==> src/rtl/leaf_uart_pkg.sv <==
// Shared UART types and constants for the leaf console RX/TX paths.
package leaf_uart_pkg;

    typedef enum logic [2:0] {
        IDLE,
        START,
        DATA,
        STOP,
        BREAK
    } uart_rx_state_t;

    localparam int UART_DEFAULT_CLKS_PER_BIT = 434;
    localparam int UART_DATA_BITS            = 8;

endpackage

==> src/rtl/leaf_uart_fifo.sv <==
// Show-ahead synchronous FIFO; head is read combinationally from storage.
module leaf_uart_fifo #(
    parameter int WIDTH = 8,
    parameter int DEPTH = 4
) (
    input  logic             clk,
    input  logic             reset,
    input  logic             push,
    input  logic [WIDTH-1:0] push_data,
    input  logic             pop,
    output logic [WIDTH-1:0] head,
    output logic             full,
    output logic             empty
);

    localparam int AW = (DEPTH > 1) ? $clog2(DEPTH) : 1;

    logic [DEPTH-1:0][WIDTH-1:0] mem;
    logic [AW-1:0]               wr_ptr;
    logic [AW-1:0]               rd_ptr;
    logic [AW:0]                 count;
    logic                        do_push;
    logic                        do_pop;

    assign empty   = (count == '0);
    assign full    = (count == (AW+1)'(DEPTH));
    assign head    = mem[rd_ptr];
    assign do_pop  = pop && !empty;
    // A pop in the same cycle frees the slot, so a full FIFO still takes the push.
    assign do_push = push && (!full || do_pop);

    always_ff @(posedge clk or posedge reset) begin
        if (reset) begin
            mem    <= '0;
            wr_ptr <= '0;
            rd_ptr <= '0;
            count  <= '0;
        end else begin
            if (do_push) begin
                mem[wr_ptr] <= push_data;
                wr_ptr      <= wr_ptr + 1'b1;
            end
            if (do_pop)
                rd_ptr <= rd_ptr + 1'b1;
            case ({do_push, do_pop})
                2'b10:   count <= count + 1'b1;
                2'b01:   count <= count - 1'b1;
                default: count <= count;
            endcase
        end
    end

endmodule

==> src/rtl/leaf_uart_rx.sv <==
// 8N1 UART receiver: synchronizer, bit timer, shift register and FSM feeding
// a small show-ahead FIFO with a valid/ready consumer interface.
module leaf_uart_rx
    import leaf_uart_pkg::*;
#(
    parameter int CLKS_PER_BIT = UART_DEFAULT_CLKS_PER_BIT,
    parameter int FIFO_DEPTH   = 4
) (
    input  logic                      clk,
    input  logic                      reset,
    input  logic                      rx,
    output logic [UART_DATA_BITS-1:0] rx_data,
    output logic                      rx_valid,
    input  logic                      rx_ready,
    output logic                      frame_err,
    output logic                      overrun
);

    localparam int TW = $clog2(CLKS_PER_BIT);
    localparam int BW = $clog2(UART_DATA_BITS);
    localparam logic [TW-1:0] HALF_LOAD = TW'(CLKS_PER_BIT/2 - 1);
    localparam logic [TW-1:0] FULL_LOAD = TW'(CLKS_PER_BIT - 1);
    localparam logic [BW-1:0] LAST_BIT  = BW'(UART_DATA_BITS - 1);

    uart_rx_state_t            state_q, state_d;
    logic                      rx_meta, rxs, rxs_prev;
    logic [TW-1:0]             timer_q, reload_val;
    logic [BW-1:0]             bit_idx_q;
    logic [UART_DATA_BITS-1:0] shift_q;
    logic                      tick, reload, shift_en;
    logic                      push, pop, ferr_set, ovr_set;
    logic                      fifo_full, fifo_empty;

    assign tick     = (timer_q == '0);
    assign rx_valid = !fifo_empty;
    assign pop      = rx_valid && rx_ready;

    // Synchronizer and edge-detect history idle high so reset never fakes a start.
    always_ff @(posedge clk or posedge reset) begin
        if (reset) begin
            rx_meta  <= 1'b1;
            rxs      <= 1'b1;
            rxs_prev <= 1'b1;
        end else begin
            rx_meta  <= rx;
            rxs      <= rx_meta;
            rxs_prev <= rxs;
        end
    end

    always_ff @(posedge clk or posedge reset) begin
        if (reset) state_q <= IDLE;
        else       state_q <= state_d;
    end

    always_comb begin
        state_d = state_q;
        case (state_q)
            IDLE:    if (rxs_prev && !rxs)                 state_d = START;
            START:   if (tick)                             state_d = rxs ? IDLE : DATA;
            DATA:    if (tick && bit_idx_q == LAST_BIT)    state_d = STOP;
            STOP:    if (tick)                             state_d = rxs ? IDLE : BREAK;
            BREAK:   if (rxs)                              state_d = IDLE;
            default:                                       state_d = IDLE;
        endcase
    end

    always_comb begin
        push       = 1'b0;
        ovr_set    = 1'b0;
        ferr_set   = 1'b0;
        shift_en   = (state_q == DATA) && tick;
        reload     = (state_d != state_q) || shift_en;
        reload_val = (state_d == START) ? HALF_LOAD : FULL_LOAD;
        if (state_q == STOP && tick) begin
            push     = rxs && (!fifo_full || pop);
            ovr_set  = rxs && fifo_full && !pop;
            ferr_set = !rxs;
        end
    end

    always_ff @(posedge clk or posedge reset) begin
        if (reset) begin
            timer_q   <= '0;
            bit_idx_q <= '0;
            shift_q   <= '0;
            frame_err <= 1'b0;
            overrun   <= 1'b0;
        end else begin
            if (reload)     timer_q <= reload_val;
            else if (!tick) timer_q <= timer_q - 1'b1;

            if (state_d == DATA && state_q != DATA) bit_idx_q <= '0;
            else if (shift_en)                      bit_idx_q <= bit_idx_q + 1'b1;

            if (shift_en) shift_q <= {rxs, shift_q[UART_DATA_BITS-1:1]};

            frame_err <= ferr_set;
            overrun   <= ovr_set;
        end
    end

    leaf_uart_fifo #(
        .WIDTH (UART_DATA_BITS),
        .DEPTH (FIFO_DEPTH)
    ) u_fifo (
        .clk       (clk),
        .reset     (reset),
        .push      (push),
        .push_data (shift_q),
        .pop       (pop),
        .head      (rx_data),
        .full      (fifo_full),
        .empty     (fifo_empty)
    );

endmodule

==> config.mk <==
export PLATFORM = sky130hd
export DESIGN_NAME = leaf_uart_rx
export DESIGN_NICKNAME = d
export VERILOG_FILES = /design/src/rtl/leaf_uart_pkg.sv /design/src/rtl/leaf_uart_fifo.sv /design/src/rtl/leaf_uart_rx.sv
export SDC_FILE = /design/constraint.sdc
export NUM_CORES = 1
export LEC_CHECK = 0
export CAP_MARGIN = 10
export CORE_UTILIZATION = 35
export DETAILED_ROUTE_END_ITERATION = 8
export PLACE_DENSITY_LB_ADDON = 0.15
export SLEW_MARGIN = 30
export SYNTH_ARGS = -nofsm -noshare
export SYNTH_HDL_FRONTEND = slang
export SYNTH_HIERARCHICAL = 1
export SYNTH_SLANG_ARGS = --single-unit
==> constraint.sdc <==
create_clock -name clk -period 3.4 [get_ports clk]
set_input_delay 0.68 -clock clk [delete_from_list [all_inputs] [get_ports clk]]
set_output_delay 0.68 -clock clk [all_outputs]
set_load 0.02 [all_outputs]
Yosys cells after proc, flatten, opt, wreduce, memory -nomap -nowiden. Index checks and enable logic that the tools add are counted.

Logic and storage cells: 84. Register bits: 67.

Reduce and logical (&&, ||, !) cells: 24. Magnitude comparators: 3. Add/subtract/negate cells: 6. Eq/ne operators: 13. Multiplexer cells: 22.

Operator list (number): bitwise mux 32 bit (1); two-way mux 9 bit (3); two-way mux 3 bit (8); binary-select mux 8 bit (select 2 bit) (1); demux 8 bit (select 2 bit) (1); two-way mux 8 bit (2); one-hot mux 3 bit (5 select lines) (1); logical AND 1 bit (12); == test 3 x 2 -> 1 bit, second input constant (3); == test 3 bit, second input constant (3); logical NOT 9 bit (1); subtractor 9 x 1 -> 9 bit, second input constant (1); adder 3 x 1 -> 3 bit, second input constant (2); == test 3 x 1 -> 1 bit, second input constant (2); logical NOT 3 bit (2); < comparator 2 x 3 -> 1 bit, second input constant (2); one-hot mux 3 bit (2 select lines) (1); adder 2 x 1 -> 2 bit, second input constant (2); logical NOT 1 bit (4); nonzero test 2 bit (2); logical OR 1 bit (3); two-way mux 1 bit (3); != test 3 x 2 -> 1 bit, second input constant (1); != test 3 bit (1); 6 further kinds (6).

Longest topological paths before layout.
Depth after elaboration: 9. Mapped depth: 12. Mapped depth without buffers: 11.

Modules after synthesis. The synthesis kept the hierarchy.

Modules (own cells, without submodules): leaf_uart_fifo (instances 1, area each 1880.6 µm², seq. area each 975.9 µm², cells an instance 130); leaf_uart_rx (instances 1, area each 1482.7 µm², seq. area each 704.4 µm², cells an instance 132).

Worst setup path after synthesis. Ideal clock, no wire load.

Kind: register -> register. From: register timer_q[0]. To: register u_fifo.count[1]. Period minus slack after synthesis: 3114 ps. Setup time: 87 ps. Path slack: 286 ps. Path buffers: 1. Cell stages (with the launch flop): 13. Data arrival time: 3027 ps. Path through: dfrtp_1 -> inv_1 -> ha_1 -> or4b_4 -> nor3_4 -> nand4_1 -> a21oi_1 -> buf_2 -> or2_2 -> fa_1 -> o21ba_2 -> o211ai_1 -> a22oi_1.

Cells in the longest elaborated chain, start to end: 6. Elaborated cells on any way between the ends: 8. Those cells by class: eq/ne (2); mux (2); reduce/logical (4).

Ends and longest elaborated chain: start: declaration (RTL line leaf_uart_rx.sv:27) `logic [TW-1:0] timer_q, reload_val;`; start signal: assignment (RTL line leaf_uart_rx.sv:90) `if (reload) timer_q <= reload_val;`; start signal: assignment (RTL line leaf_uart_rx.sv:91) `else if (!tick) timer_q <= timer_q - 1'b1;`; logical NOT 9 bit * (RTL line leaf_uart_rx.sv:34) `assign tick = (timer_q == '0);`; logical AND 1 bit * (RTL line leaf_uart_rx.sv:75) `if (state_q == STOP && tick) begin`; two-way mux 1 bit * (RTL line leaf_uart_rx.sv:75); via push (RTL line leaf_uart_rx.sv:31) `logic push, pop, ferr_set, ovr_set;`; logical AND 1 bit * (RTL line leaf_uart_fifo.sv:30) `assign do_push = push && (!full || do_pop);`; == test 2 x 1 -> 1 bit or == test 2 bit (tied branches) (RTL line leaf_uart_fifo.sv:45) `case ({do_push, do_pop})`; one-hot mux 3 bit (2 select lines) or nonzero test 2 bit (tied branches); end signal: assignment (RTL line leaf_uart_fifo.sv:46) `2'b10: count <= count + 1'b1;`; end signal: assignment (RTL line leaf_uart_fifo.sv:47) `2'b01: count <= count - 1'b1;`; end signal: assignment (RTL line leaf_uart_fifo.sv:48) `default: count <= count;`; end: declaration (RTL line leaf_uart_fifo.sv:21) `logic [AW:0] count;`.

The timed path passes the listed nets; every way through them passes the cells marked *. A chain may end at the register's enable or synchronous reset.

Worst setup path in the final report. Ends and elaborated chain as after synthesis.

==> results_dict.tcl <==
set metrics [dict create \
    outcome "complete, no violations" \
    place.gp.congestion 0.7484 \
    detail-route-antenna-nets 0 \
    synthTopCellsByArea "dfrtp_1 48%, mux2_2 11%, mux4_2 5.4%, mux2_4 3.1%, ha_1 3.0%" \
    timing.final.crit_share 0.8861 \
    stdcell_area_mm2 0.003890 \
    path_buf_inv 1 \
    firstDrtPassIters 4 \
    ios 15 \
    hold_violations 0 \
    relSlewSlack 0.5922 \
    initial_core_util 0.3623 \
    routed_wirelength_um 6309 \
    critPathRequiredTime_ns 3.65 \
    vias 2102 \
    avgSynthCellArea_um2 12.84 \
    grt_antenna_before_repair 0 \
    die_h_um 100.0 \
    fin_setup_tns_ns 0 \
    syn_inst 262 \
    grt_max_degree 40 \
    numCtsBuffers 9 \
    die_x_um 100.0 \
    routedWlPerCell_um 14.99 \
    drv_slew 0 \
    cp_num_cells 11 \
    rsz0062_at_grt "false" \
    timing.rr.start "timer_q[0]$_DFFE_PP0P_" \
    finalPower_uw 2245 \
    max_slew.worst_pin.slew_ns 0.6117 \
    async_flop_share 1.000 \
    area_growth_pct 15.66 \
    slowest_stage "or4b_4" \
    synth_top_area_cell "dfrtp_1" \
    clk_path_buf_depth 2 \
    cts.sinks 67 \
    nets 300 \
    synth_area_mm2 0.003363 \
    synth_ff_type "dfrtp_1" \
    cts_tree "done" \
    cts_hold_buffers 0 \
    max_cap_viol_count 0 \
    cp_cell_sequence "inv_1 -> ha_1 -> or4b_4 -> nor3_4 -> nand4_1 -> a21oi_1 -> or2_2 -> fa_1 -> o21ba_2 -> o211ai_1 -> a22oi_1" \
    seq_area_mm2 0.001680 \
    startpoint_type "flip-flop" \
    crit_start "timer_q[0]$_DFFE_PP0P_" \
    r2r_cells 11 \
    grt_remaining_overflow 0 \
    diodes 0 \
    critPathMaxStageDelay_ns 0.50 \
    cts.clk_slew.worst_paths_ns 0.07 \
    root_buffer "clkbuf_8" \
    crit_arrival_ns 3.27 \
    core_mm2 0.009284 \
    port_buffers 14 \
    ir_drop_v 0.0003076 \
    setup_viol 0 \
    ff2ff_setup_slack_ns 0.39 \
    fillCellCount 906 \
    worstSetupEndpoint "u_fifo/count[1]$_DFFE_PP0P_" \
    ys_warn_count 6 \
    drcViolationCount 0 \
    fmax_mhz 331.9 \
    post_layout_nonfiller_instances 421 \
    dp_hpwl_um 4205 \
    final_layout_size_suffix_gt1_frac 0.3185 \
    grt_pass1_wl_um 10740 \
    worstSetupEndpointType "flip-flop" \
    yosysUniqueCellTypes 58 \
    clock_skew_ns 0.01347 \
    hold_ws_ns 0.3576 \
    yosysMostFrequentCell "dfrtp_1" \
    crit_family "simple AND/OR/NAND/NOR gates" \
    synth_top_area_share 0.4762 \
    drt_iter0_drc 118 \
    rows 35 \
    finalCriticalPeriod_ns 3.013 \
    dp_cells 405 \
    die_area_mm2 0.01001 \
    synthTopCellsByCount "64 x dfrtp_1, 32 x mux2_2, 15 x nor2_1" \
    syn_nets 275 \
    worstHoldPathType "flip-flop to flip-flop" \
    grt_pass1_vias 2100 \
    power.density_mw_per_mm2 577.2 \
    cts_resized 0 \
    ys_seq_area_frac 0.4996 \
    multi_input_area_mm2 0.001580 \
    h-tree-depth 3 \
    synth_seq_cells 67 \
    post_cts_buffers 0 \
    synth_edf_count 0 \
    criticalPathCategory "flip-flop to flip-flop" \
    clkLatencyLatePin_ns 0.35 \
    detail_route.vias_per_cell 4.993 \
    cp_max_fo 5 \
    placed_area_mm2 0.003682 \
    r2r-end "u_fifo/count[1]$_DFFE_PP0P_" \
    track_usage 0.1409 \
    cellLeakagePower_uw 0.001769 \
]
-- cells by family (layout without fill, tap and decap cells) --
group                      Yosys count  in the layout  synth area share
AOI/OAI and AO/OA                   40             40           0.08111
and+or+nand+nor                     63             63            0.1250
buffers and inverters               23             53           0.03050
DFF                                 67             67            0.4996
adders and majority gates            9              9           0.03572
muxes                               51             51            0.2046
xor gates and xnor gates             9              9           0.02344
-- worst min-delay path by stage --
stage          slack (ns)            end         startpoint  cells past startpoint
2_1_floorplan        0.35  rxs$_DFF_PP1_  rx_meta$_DFF_PP1_                      0
3_3_place_gp         0.35  rxs$_DFF_PP1_  rx_meta$_DFF_PP1_                      0
3_5_place_dp         0.35  rxs$_DFF_PP1_  rx_meta$_DFF_PP1_                      0
4_1_cts              0.36  rxs$_DFF_PP1_  rx_meta$_DFF_PP1_                      0
5_1_grt              0.36  rxs$_DFF_PP1_  rx_meta$_DFF_PP1_                      0
6_report             0.36  rxs$_DFF_PP1_  rx_meta$_DFF_PP1_                      0
-- flip-flops by register name, indices dropped and copies added, names as in the netlist, 2 cells and up --
name,count
u_fifo/mem,32
timer_q,9
shift_q,8
bit_idx_q,3
state_q,3
u_fifo/count,3
u_fifo/rd_ptr,2
u_fifo/wr_ptr,2
-- per-layer routing --
metal  global-route usage  share of wire
met1               0.1977           0.50
met2               0.2133           0.46
met3              0.02994          0.032
met4              0.05686         0.0090
met5                    0              0
-- final cells by class --
class,instances,area share
clock inverters,7,0.02155
inverters,14,0.01351
clock buffers,9,0.03184
repair buffers,23,0.05339
flip-flops and latches,67,0.4320
multi-input cells,172,0.4062
well taps,129,0.04149
-- stage by stage --
step,setup WS (ns),util
2_1_floorplan,0.2856,-
3_3_place_gp,0.4752,0.3966
3_5_place_dp,0.3764,0.3966
4_1_cts,0.3822,0.4190
5_1_grt,0.1790,0.4190
6_report,0.3872,0.4190
-- placed cells by master (no fill, tap or decap), types with 6 or more instances in the layout --
cell,n
mux4_2,8
mux2_2,32
nor2_1,15
ha_1,8
clkbuf_8,9
mux2_4,7
inv_1,14
dfrtp_1,64
o21ai_0,6
nand2_1,7
buf_4,9
nand3_1,6
clkdlybuf4s50_1,14
a21oi_1,10
-- where the power goes --
group / internal [µW] / total, µW / switching, µW
Clock: 351 / 688 / 337
Sequential: 879 / 1080 / 197
Combinational: 258 / 481 / 223
Total: 1490 / 2250 / 757
(Power assumes the default switching activity.)
==> edit, RTL diff (same settings) <==
`FIFO_DEPTH`: 4 -> 8.
--- a/src/rtl/leaf_uart_rx.sv
+++ b/src/rtl/leaf_uart_rx.sv
@@ -4,7 +4,7 @@
     import leaf_uart_pkg::*;
 #(
     parameter int CLKS_PER_BIT = UART_DEFAULT_CLKS_PER_BIT,
-    parameter int FIFO_DEPTH   = 4
+    parameter int FIFO_DEPTH   = 8
 ) (
     input  logic                      clk,
     input  logic                      reset,
Check against the original RTL: no difference found for any inputs over 10 cycles, from zero or initial values and one cycle with reset high; that may be too few to reach the edited logic, so the function may still have changed.
==> edit against the unedited design <==
- worst setup slack worse by 210 ps
- final area rose by 49%
- synthesized cell count increased by 38%
- clock skew is 1.8 ps lower
- power grew 47%
- area after synthesis is 51% higher
- first-iteration DRC count is 25% higher
- sequential cell count increased by 35
- combinational power grew 69%
- via count up 42%
- critical path depth increased by 2
- clock power grew 51%
- wire length rose by 63%
- global-route usage up 1.5 points
- critical endpoint is now u_fifo/count[3]
- largest cell class unchanged
- largest power group unchanged
==> edit: results (changes against the unedited design) <==
final_nets: 402  # +34%
vias: 2977  # +42%
ys_top_cells_by_count: "99 x dfrtp_1, 74 x mux2_2, 16 x mux4_2, 16 x nor2_1, 15 x inv_1"
global_placement_routability_congestion: 0.796  # +6.4%
post_route_cells_drive_above_1_share_pct: 40.5  # +8.6 points
via_count_of_the_first_global_routing_pass: 3164  # +51%
nonClockBufferCount: 32  # +39%
met2_wirelength_from_detailed_routing_um: 4550  # +58%
met3_length_um: 162  # -19%
use_met2_pct: 22.6  # +1.3 points
worst_ep_arrival_time_ps: 3440  # +170 ps
global_route.usage.total_pct: 15.6  # +1.5 points
multi_input_area_um2: 2380  # +51%
grt_max_degree: 32  # -20%
drt-total-wl_um: 10300  # +63%
seq-cell-share_pct: 44.1  # +0.91 points
dpl.cell_count: 557  # +38%
ir_worst_vdd_mv: 0.287  # -6.5%
route.layer.met1.wl_um: 5410  # +70%
synthCells: 361  # +38%
final.clkbuf_count: 11  # +2
detailed_place_hpwl_um: 6640  # +58%
nFillCells: 1286  # +42%
leakage_uw: 0.00266  # +51%
inv_count: 15  # +1
r2r-end: "u_fifo/count[3]"
fin_cells: 573  # +36%
synth_sequential_area_ratio_pct: 50.3  # +0.38 points
area_share_of_xor_xnor_cells_in_the_synthesized_design_pct: 1.90  # -0.45 points
synthAdderAreaFrac_pct: 2.37  # -1.2 points
outcome: "finished clean"
synth.net_count: 374  # +36%
met3_resource_use_gr_pct: 2.14  # -0.86 points
gr-usage-met1_pct: 23.1  # +3.3 points
worstMarginPinSlew_ps: 586  # -25.8 ps
nonclk_buf_share_pct: 4.75  # -0.59 points
final.setup_skew_ps: 11.7  # -1.80 ps
biggestRegsByFlops: "u_fifo/mem x64, timer_q x9, shift_q x8"
## edit: through the flow
step	setup slack (ps)	TNS, ps	area, um2	power [uW]
CTS	94.9	0	5780	3340
detailed placement	93.2	0	5480	2290
global placement	175	0	5480	2280
global route	-15.9	-15.9	5800	3500
finish	182	0	5800	3300
floorplan	57.9	0	5080	2070
## edit: how the worst min path moves through the flow
stage | start | endpoint | slack [ps] | cells past startpoint
floorplan | rx_meta | rxs | 350 | 0
global placement | rx_meta | rxs | 350 | 0
detailed placement | rx_meta | rxs | 350 | 0
CTS | rx_meta | rxs | 350 | 0
global route | rx_meta | rxs | 360 | 0
finish | rx_meta | rxs | 350 | 0
## edit: power by group
group | total (uW) | switching (uW) | internal, uW
sequential | 1450 | 137 | 1310
combinational | 812 | 424 | 387
clock | 1040 | 450 | 591
total | 3300 | 1010 | 2290
## edit: repair_timing
item                                    in CTS  in global routing
resized for setup                            0                  3
endpoints found under the setup margin       0                  1
setup buffers                                0                  1
